**src/rtl/adc_spi_responder.sv**
```systemverilog
// adc_spi_responder: SPI mode-0 slave that stands in for a 4-channel 12-bit ADC.
// SCK, CS_n and MOSI are oversampled on clk_100mhz. The master's channel command
// selects the sample returned in the *next* frame. MISO carries {ch, 2'b00, sample}.
module adc_spi_responder #(
  parameter int         SYNC_STAGES = 2,
  parameter logic [1:0] DEFAULT_CH  = 2'd0
) (
  input  logic        clk_100mhz,
  input  logic        rst_n,
  input  logic        spi_sck,
  input  logic        spi_cs_n,
  input  logic        spi_mosi,
  output logic        spi_miso,
  output logic        spi_miso_oe,
  input  logic [11:0] ch0_data,
  input  logic [11:0] ch1_data,
  input  logic [11:0] ch2_data,
  input  logic [11:0] ch3_data,
  output logic        sample_strobe,
  output logic [1:0]  cur_ch,
  output logic        frame_done,
  output logic        frame_err,
  output logic [15:0] frame_count
);

  // Never fewer than two synchronizer flops, whatever the parameter says.
  localparam int SYNC_N = (SYNC_STAGES < 2) ? 2 : SYNC_STAGES;

  typedef enum logic {
    ST_IDLE  = 1'b0,
    ST_SHIFT = 1'b1
  } state_t;

  logic [SYNC_N-1:0] sck_sync_r;
  logic [SYNC_N-1:0] cs_sync_r;
  logic [SYNC_N-1:0] mosi_sync_r;
  logic              sck_prev_r;
  logic              cs_prev_r;

  logic              sck_s;
  logic              cs_s;
  logic              mosi_s;
  logic              sck_rise_s;
  logic              sck_fall_s;
  logic              cs_rise_s;
  logic              cs_fall_s;
  logic [11:0]       sample_s;

  state_t            state_r;
  logic [15:0]       tx_r;
  logic [14:0]       rx_r;
  logic [4:0]        bit_cnt_r;

  // Synchronizer chains plus one edge-detect flop for SCK and CS.
  // CS resets high so leaving reset never looks like a frame start.
  always_ff @(posedge clk_100mhz or negedge rst_n) begin
    if (!rst_n) begin
      sck_sync_r  <= {SYNC_N{1'b0}};
      cs_sync_r   <= {SYNC_N{1'b1}};
      mosi_sync_r <= {SYNC_N{1'b0}};
      sck_prev_r  <= 1'b0;
      cs_prev_r   <= 1'b1;
    end else begin
      sck_sync_r  <= {sck_sync_r[SYNC_N-2:0], spi_sck};
      cs_sync_r   <= {cs_sync_r[SYNC_N-2:0], spi_cs_n};
      mosi_sync_r <= {mosi_sync_r[SYNC_N-2:0], spi_mosi};
      sck_prev_r  <= sck_sync_r[SYNC_N-1];
      cs_prev_r   <= cs_sync_r[SYNC_N-1];
    end
  end

  // Edge decode from the synchronized pins.
  always_comb begin
    sck_s      = sck_sync_r[SYNC_N-1];
    cs_s       = cs_sync_r[SYNC_N-1];
    mosi_s     = mosi_sync_r[SYNC_N-1];
    sck_rise_s = sck_s & ~sck_prev_r;
    sck_fall_s = ~sck_s & sck_prev_r;
    cs_rise_s  = cs_s & ~cs_prev_r;
    cs_fall_s  = ~cs_s & cs_prev_r;
  end

  // Select the live sample for the channel the next frame will return.
  always_comb begin
    sample_s = 12'h000;
    case (cur_ch)
      2'd0:    sample_s = ch0_data;
      2'd1:    sample_s = ch1_data;
      2'd2:    sample_s = ch2_data;
      2'd3:    sample_s = ch3_data;
      default: sample_s = 12'h000;
    endcase
  end

  // Frame FSM: latch sample on CS fall, shift on SCK edges, close on CS rise.
  // tx shifts in zeros, so bits beyond the 16th drive MISO low.
  // A CS rise takes priority over any SCK edge decoded in the same cycle.
  always_ff @(posedge clk_100mhz or negedge rst_n) begin
    if (!rst_n) begin
      state_r       <= ST_IDLE;
      tx_r          <= 16'h0000;
      rx_r          <= 15'h0000;
      bit_cnt_r     <= 5'd0;
      spi_miso      <= 1'b0;
      spi_miso_oe   <= 1'b0;
      sample_strobe <= 1'b0;
      frame_done    <= 1'b0;
      frame_err     <= 1'b0;
      frame_count   <= 16'h0000;
      cur_ch        <= DEFAULT_CH;
    end else begin
      sample_strobe <= 1'b0;
      frame_done    <= 1'b0;
      frame_err     <= 1'b0;
      case (state_r)
        ST_IDLE: begin
          spi_miso    <= 1'b0;
          spi_miso_oe <= 1'b0;
          if (cs_fall_s) begin
            tx_r          <= {cur_ch, 2'b00, sample_s};
            rx_r          <= 15'h0000;
            bit_cnt_r     <= 5'd0;
            sample_strobe <= 1'b1;
            spi_miso_oe   <= 1'b1;
            state_r       <= ST_SHIFT;
          end
        end
        ST_SHIFT: begin
          spi_miso    <= tx_r[15];
          spi_miso_oe <= 1'b1;
          if (cs_rise_s) begin
            spi_miso    <= 1'b0;
            spi_miso_oe <= 1'b0;
            frame_err   <= (bit_cnt_r != 5'd16);
            state_r     <= ST_IDLE;
          end else if (sck_rise_s) begin
            if (bit_cnt_r < 5'd16) begin
              rx_r <= {rx_r[13:0], mosi_s};
            end
            if (bit_cnt_r != 5'd31) begin
              bit_cnt_r <= bit_cnt_r + 5'd1;
            end
            // 16th rise: rx_r[14] is the start bit, rx_r[13:12] the channel.
            if (bit_cnt_r == 5'd15) begin
              frame_done  <= 1'b1;
              frame_count <= frame_count + 16'd1;
              if (rx_r[14]) begin
                cur_ch <= rx_r[13:12];
              end
            end
          end else if (sck_fall_s) begin
            tx_r <= {tx_r[14:0], 1'b0};
          end
        end
        default: begin
          state_r     <= ST_IDLE;
          spi_miso    <= 1'b0;
          spi_miso_oe <= 1'b0;
        end
      endcase
    end
  end

endmodule

```
**config.mk**
```make
export PLATFORM = sky130hd
export DESIGN_NAME = adc_spi_responder
export DESIGN_NICKNAME = d
export VERILOG_FILES = /design/src/rtl/adc_spi_responder.sv
export SDC_FILE = /design/constraint.sdc
export NUM_CORES = 1
export LEC_CHECK = 0
export BUFFER_PORTS_ARGS = -buffer_cell sky130_fd_sc_hd__buf_2
export CAP_MARGIN = 20
export CORE_ASPECT_RATIO = 0.9
export CORE_MARGIN = 1.5
export CORE_UTILIZATION = 58
export CTS_CLUSTER_SIZE = 40
export DETAILED_ROUTE_END_ITERATION = 6
export PLACE_DENSITY = 0.88
export SLEW_MARGIN = 20
export SYNTH_ARGS = -nofsm -noshare
export SYNTH_HDL_FRONTEND = slang
export SYNTH_SLANG_ARGS = --single-unit
```
**constraint.sdc**
```tcl
create_clock -name clk_100mhz -period 2.9 [get_ports clk_100mhz]
set_input_delay 0.29 -clock clk_100mhz [delete_from_list [all_inputs] [get_ports clk_100mhz]]
set_output_delay 0.29 -clock clk_100mhz [all_outputs]
set_load 0.005 [all_outputs]
```
==> results.yml <==
grt:
  antenna_found_initial: 0
  grt_pass1_wl_um: 10600
  gr-total-overflow: 0
  grt_pass1_vias: 2337
  grt_max_degree: 33
  grt_use_total_pct: 24.2
critical_path:
  path_class: "flip-flop to flip-flop"
  cp_num_buf_inv: 1
  cp_common_cell: "ha_1"
  startpoint_type: "flip-flop"
  slowest_delay_ps: 350
  worstRegToRegCells: 7
  crit_chain: "ha_1 -> and3_1 -> ha_1 -> nand4_4 -> inv_2 -> nand2_1 -> mux2_1"
  arrival_ps: 2160
  critPathRequiredTime_ps: 3130
  crit_family: "simple AND/OR/NAND/NOR gates"
  critPathMaxFanout: 11
  worstSetupEndpointType: "flip-flop"
  cpMaxStageDelayCell: "dfrtp_1"
  timing.rr.start: "bit_cnt_r[0]"
  r2r_end: "cur_ch[1]"
  r2r_setup_slack_ps: 980
pwr:
  power_density_nw_per_um2: 554
  vdd_drop_max_v: 0.000331
  power_leakage_nw: 1.93
route:
  drtPass1Iterations: 4
  route.vias.total: 2378
  routedWlPerCell_um: 15.4
  via_per_inst: 5.60
  wirelength_um: 6560
  ant_nets: 0
  drt_iter0_drc: 171
  drc: 0
cts:
  cts_buffers: 9
  post_cts_resized: 0
  cts_setup_buffers: 0
  cts_root_buffer: "clkbuf_8"
  insertion_delay_ps: 350
  cts_hold_buf: 1
  cts.htree.levels: 3
  cts.path.max_buffers: 2
  tritoncts: "done"
  cts_sinks: 67
  clk_pin_slew_ps: 70
logic_synthesis:
  netlist_instances: 275
  yosysWarnings: 0
  syn_area_um2: 3210
  ys_seq_area_share_pct: 52.4
  synth.top_cell.area_share_pct: 49.9
  synth.area.top_cells: "dfrtp_1, mux4_2, nand2_1"
  async_flop_share_pct: 100
  synth_area_per_cell_um2: 11.7
  synth-edff-count: 0
  synth_area_leader_cell: "dfrtp_1"
  synth.distinct_cells: 39
  synth_nets: 333
  synthTopCellsByCount: "dfrtp_1, nand2_1, inv_1"
  ys_ff_latch: 67
  synthFlopType: "dfrtp_1"
  synth.most_common_cell: "dfrtp_1"
die:
  core_um2: 5290
  chipWidth_um: 81.4
  io_pins: 76
  fp.dieArea_um2: 5990
  dieHeight_um: 73.6
  rows: 25
  initial_core_util_pct: 60.7
timing:
  rsz0062_at_grt: "no"
  setup_slack_ps: 978
  tns_ps: 0
  tightestPinTransition_ps: 809
  fmax_mhz: 520
  fin_worst_skew_ps: 8.09
  slew_headroom_pct: 46.1
  finalCriticalPeriod_ps: 1920
  setup_viol: 0
  timing.final.crit_share_pct: 66.3
  slew_viol_final: 0
  hold_violations: 0
placed_design:
  dp_hpwl_um: 4410
  place.gp.congestion: 0.788
  port_buffers: 75
  place_ws_ps: 990
final_layout:
  fin_util_pct: 72.2
  fillCellCount: 359
  layout.nets: 411
  area_growth_pct: 19.0
  n_antenna_cell: 0
  drive_above_1_share_pct: 33.8
min_path:
  whs_path_depth: 1
  min_from: "spi_cs_n"
  hp-class: "input pin to flip-flop"
  worstHoldEndpoint: "cs_sync_r[0]"
flow_run:
  cap_violations: 0
outcome:
  status: "finished, final reports clean"
[routing by layer]
layer / wire length [µm] / vias up / global-route usage [%]
met2: 3290 / 96 / 40.0
met3: 464 / 14 / 8.94
met1: 2680 / 1169 / 29.3
met4: 123 / 0 / 8.43
li1: - / 1099 / -
met5: 0 / - / 0
[state kept, by name, indices dropped and copies added (netlist names)]
| register | cells |
|---|---|
| frame_count | 16 |
| tx_r | 16 |
| rx_r | 15 |
| bit_cnt_r | 5 |
| cs_sync_r | 2 |
| cur_ch | 2 |
| mosi_sync_r | 2 |
| sck_sync_r | 2 |
| cs_prev_r | 1 |
| frame_done | 1 |
| frame_err | 1 |
| sample_strobe | 1 |
| sck_prev_r | 1 |
| spi_miso | 1 |
| state_r | 1 |
[area by class of cell]
| type | instances | area [µm²] | area share, % |
|---|---|---|---|
| clock buffer | 12 | 145 | 3.80 |
| clock inverter | 4 | 50.0 | 1.31 |
| inverter | 26 | 97.6 | 2.56 |
| multi-input combinational | 170 | 1350 | 35.4 |
| sequential | 67 | 1680 | 44.0 |
| tap | 67 | 83.8 | 2.20 |
| timing repair buffer | 79 | 408 | 10.7 |
[worst reg2reg max path, stage by stage, from the launching register on]
cell,delay [ps]
dfrtp_1,350
ha_1,180
and3_1,200
ha_1,210
nand4_4,210
inv_2,220
nand2_1,120
mux2_1,310
[report_power, final]
part           total, W  switching [W]  internal, W
sequential      0.00107      0.0000533      0.00102
combinational  0.000275       0.000150     0.000125
clock          0.000765       0.000346     0.000419
[how the worst max path moves through the flow]
stage	start	end	slack (ps)	cells after the start
after floorplan	bit_cnt_r[0]	cur_ch[0]	1260	7
after global placement	bit_cnt_r[0]	cur_ch[0]	1070	7
after detailed placement	bit_cnt_r[0]	cur_ch[0]	990	7
after CTS	cur_ch[0]	tx_r[2]	970	3
after global routing	bit_cnt_r[1]	cur_ch[1]	850	7
final	bit_cnt_r[0]	cur_ch[1]	980	7
[logic make-up (layout without fill, tap and decap cells)]
group                    Yosys count  in the layout  share of synthesized area [%]
XOR/XNOR                          15             15                           4.10
buffers and inverters             38            121                           5.50
AO/OA/AOI/OAI                     24             24                           5.66
flip-flops                        67             67                           52.4
adder cells (fa/ha/maj)            6              6                           2.30
AND/OR/NAND/NOR                   91             91                           14.7
multiplexers                      34             34                           15.4
[layout by cell type (no fill, tap or decap), types with 3 or more instances in the layout]
cell	synthesis	final
a22oi_1	11	11
and3_1	4	4
and4_1	3	3
buf_2	3	75
buf_4	2	3
clkbuf_8	0	10
dfrtp_1	64	64
dfstp_2	3	3
ha_1	5	5
inv_1	23	23
inv_2	3	3
mux2i_1	20	20
mux4_2	12	12
nand2_1	55	55
nand3_1	5	5
nand4_1	6	6
nor2_1	3	3
nor3_1	5	5
o21ai_1	5	5
xnor2_1	7	7
xor2_1	8	8
[stage by stage]
step / instance area [µm²] / std cells / power (W) / hold slack, ps
floorplan: 3210 / 275 / 0.00126 / -5.59
global placement: 3610 / 408 / 0.00134 / 336
detailed placement: 3610 / 408 / 0.00136 / 345
CTS: 3820 / 425 / 0.00213 / 28.1
global route: 3820 / 425 / 0.00222 / 20.1
finish: 3820 / 425 / 0.00211 / 39.7
Power figures use the tool's default switching activity.
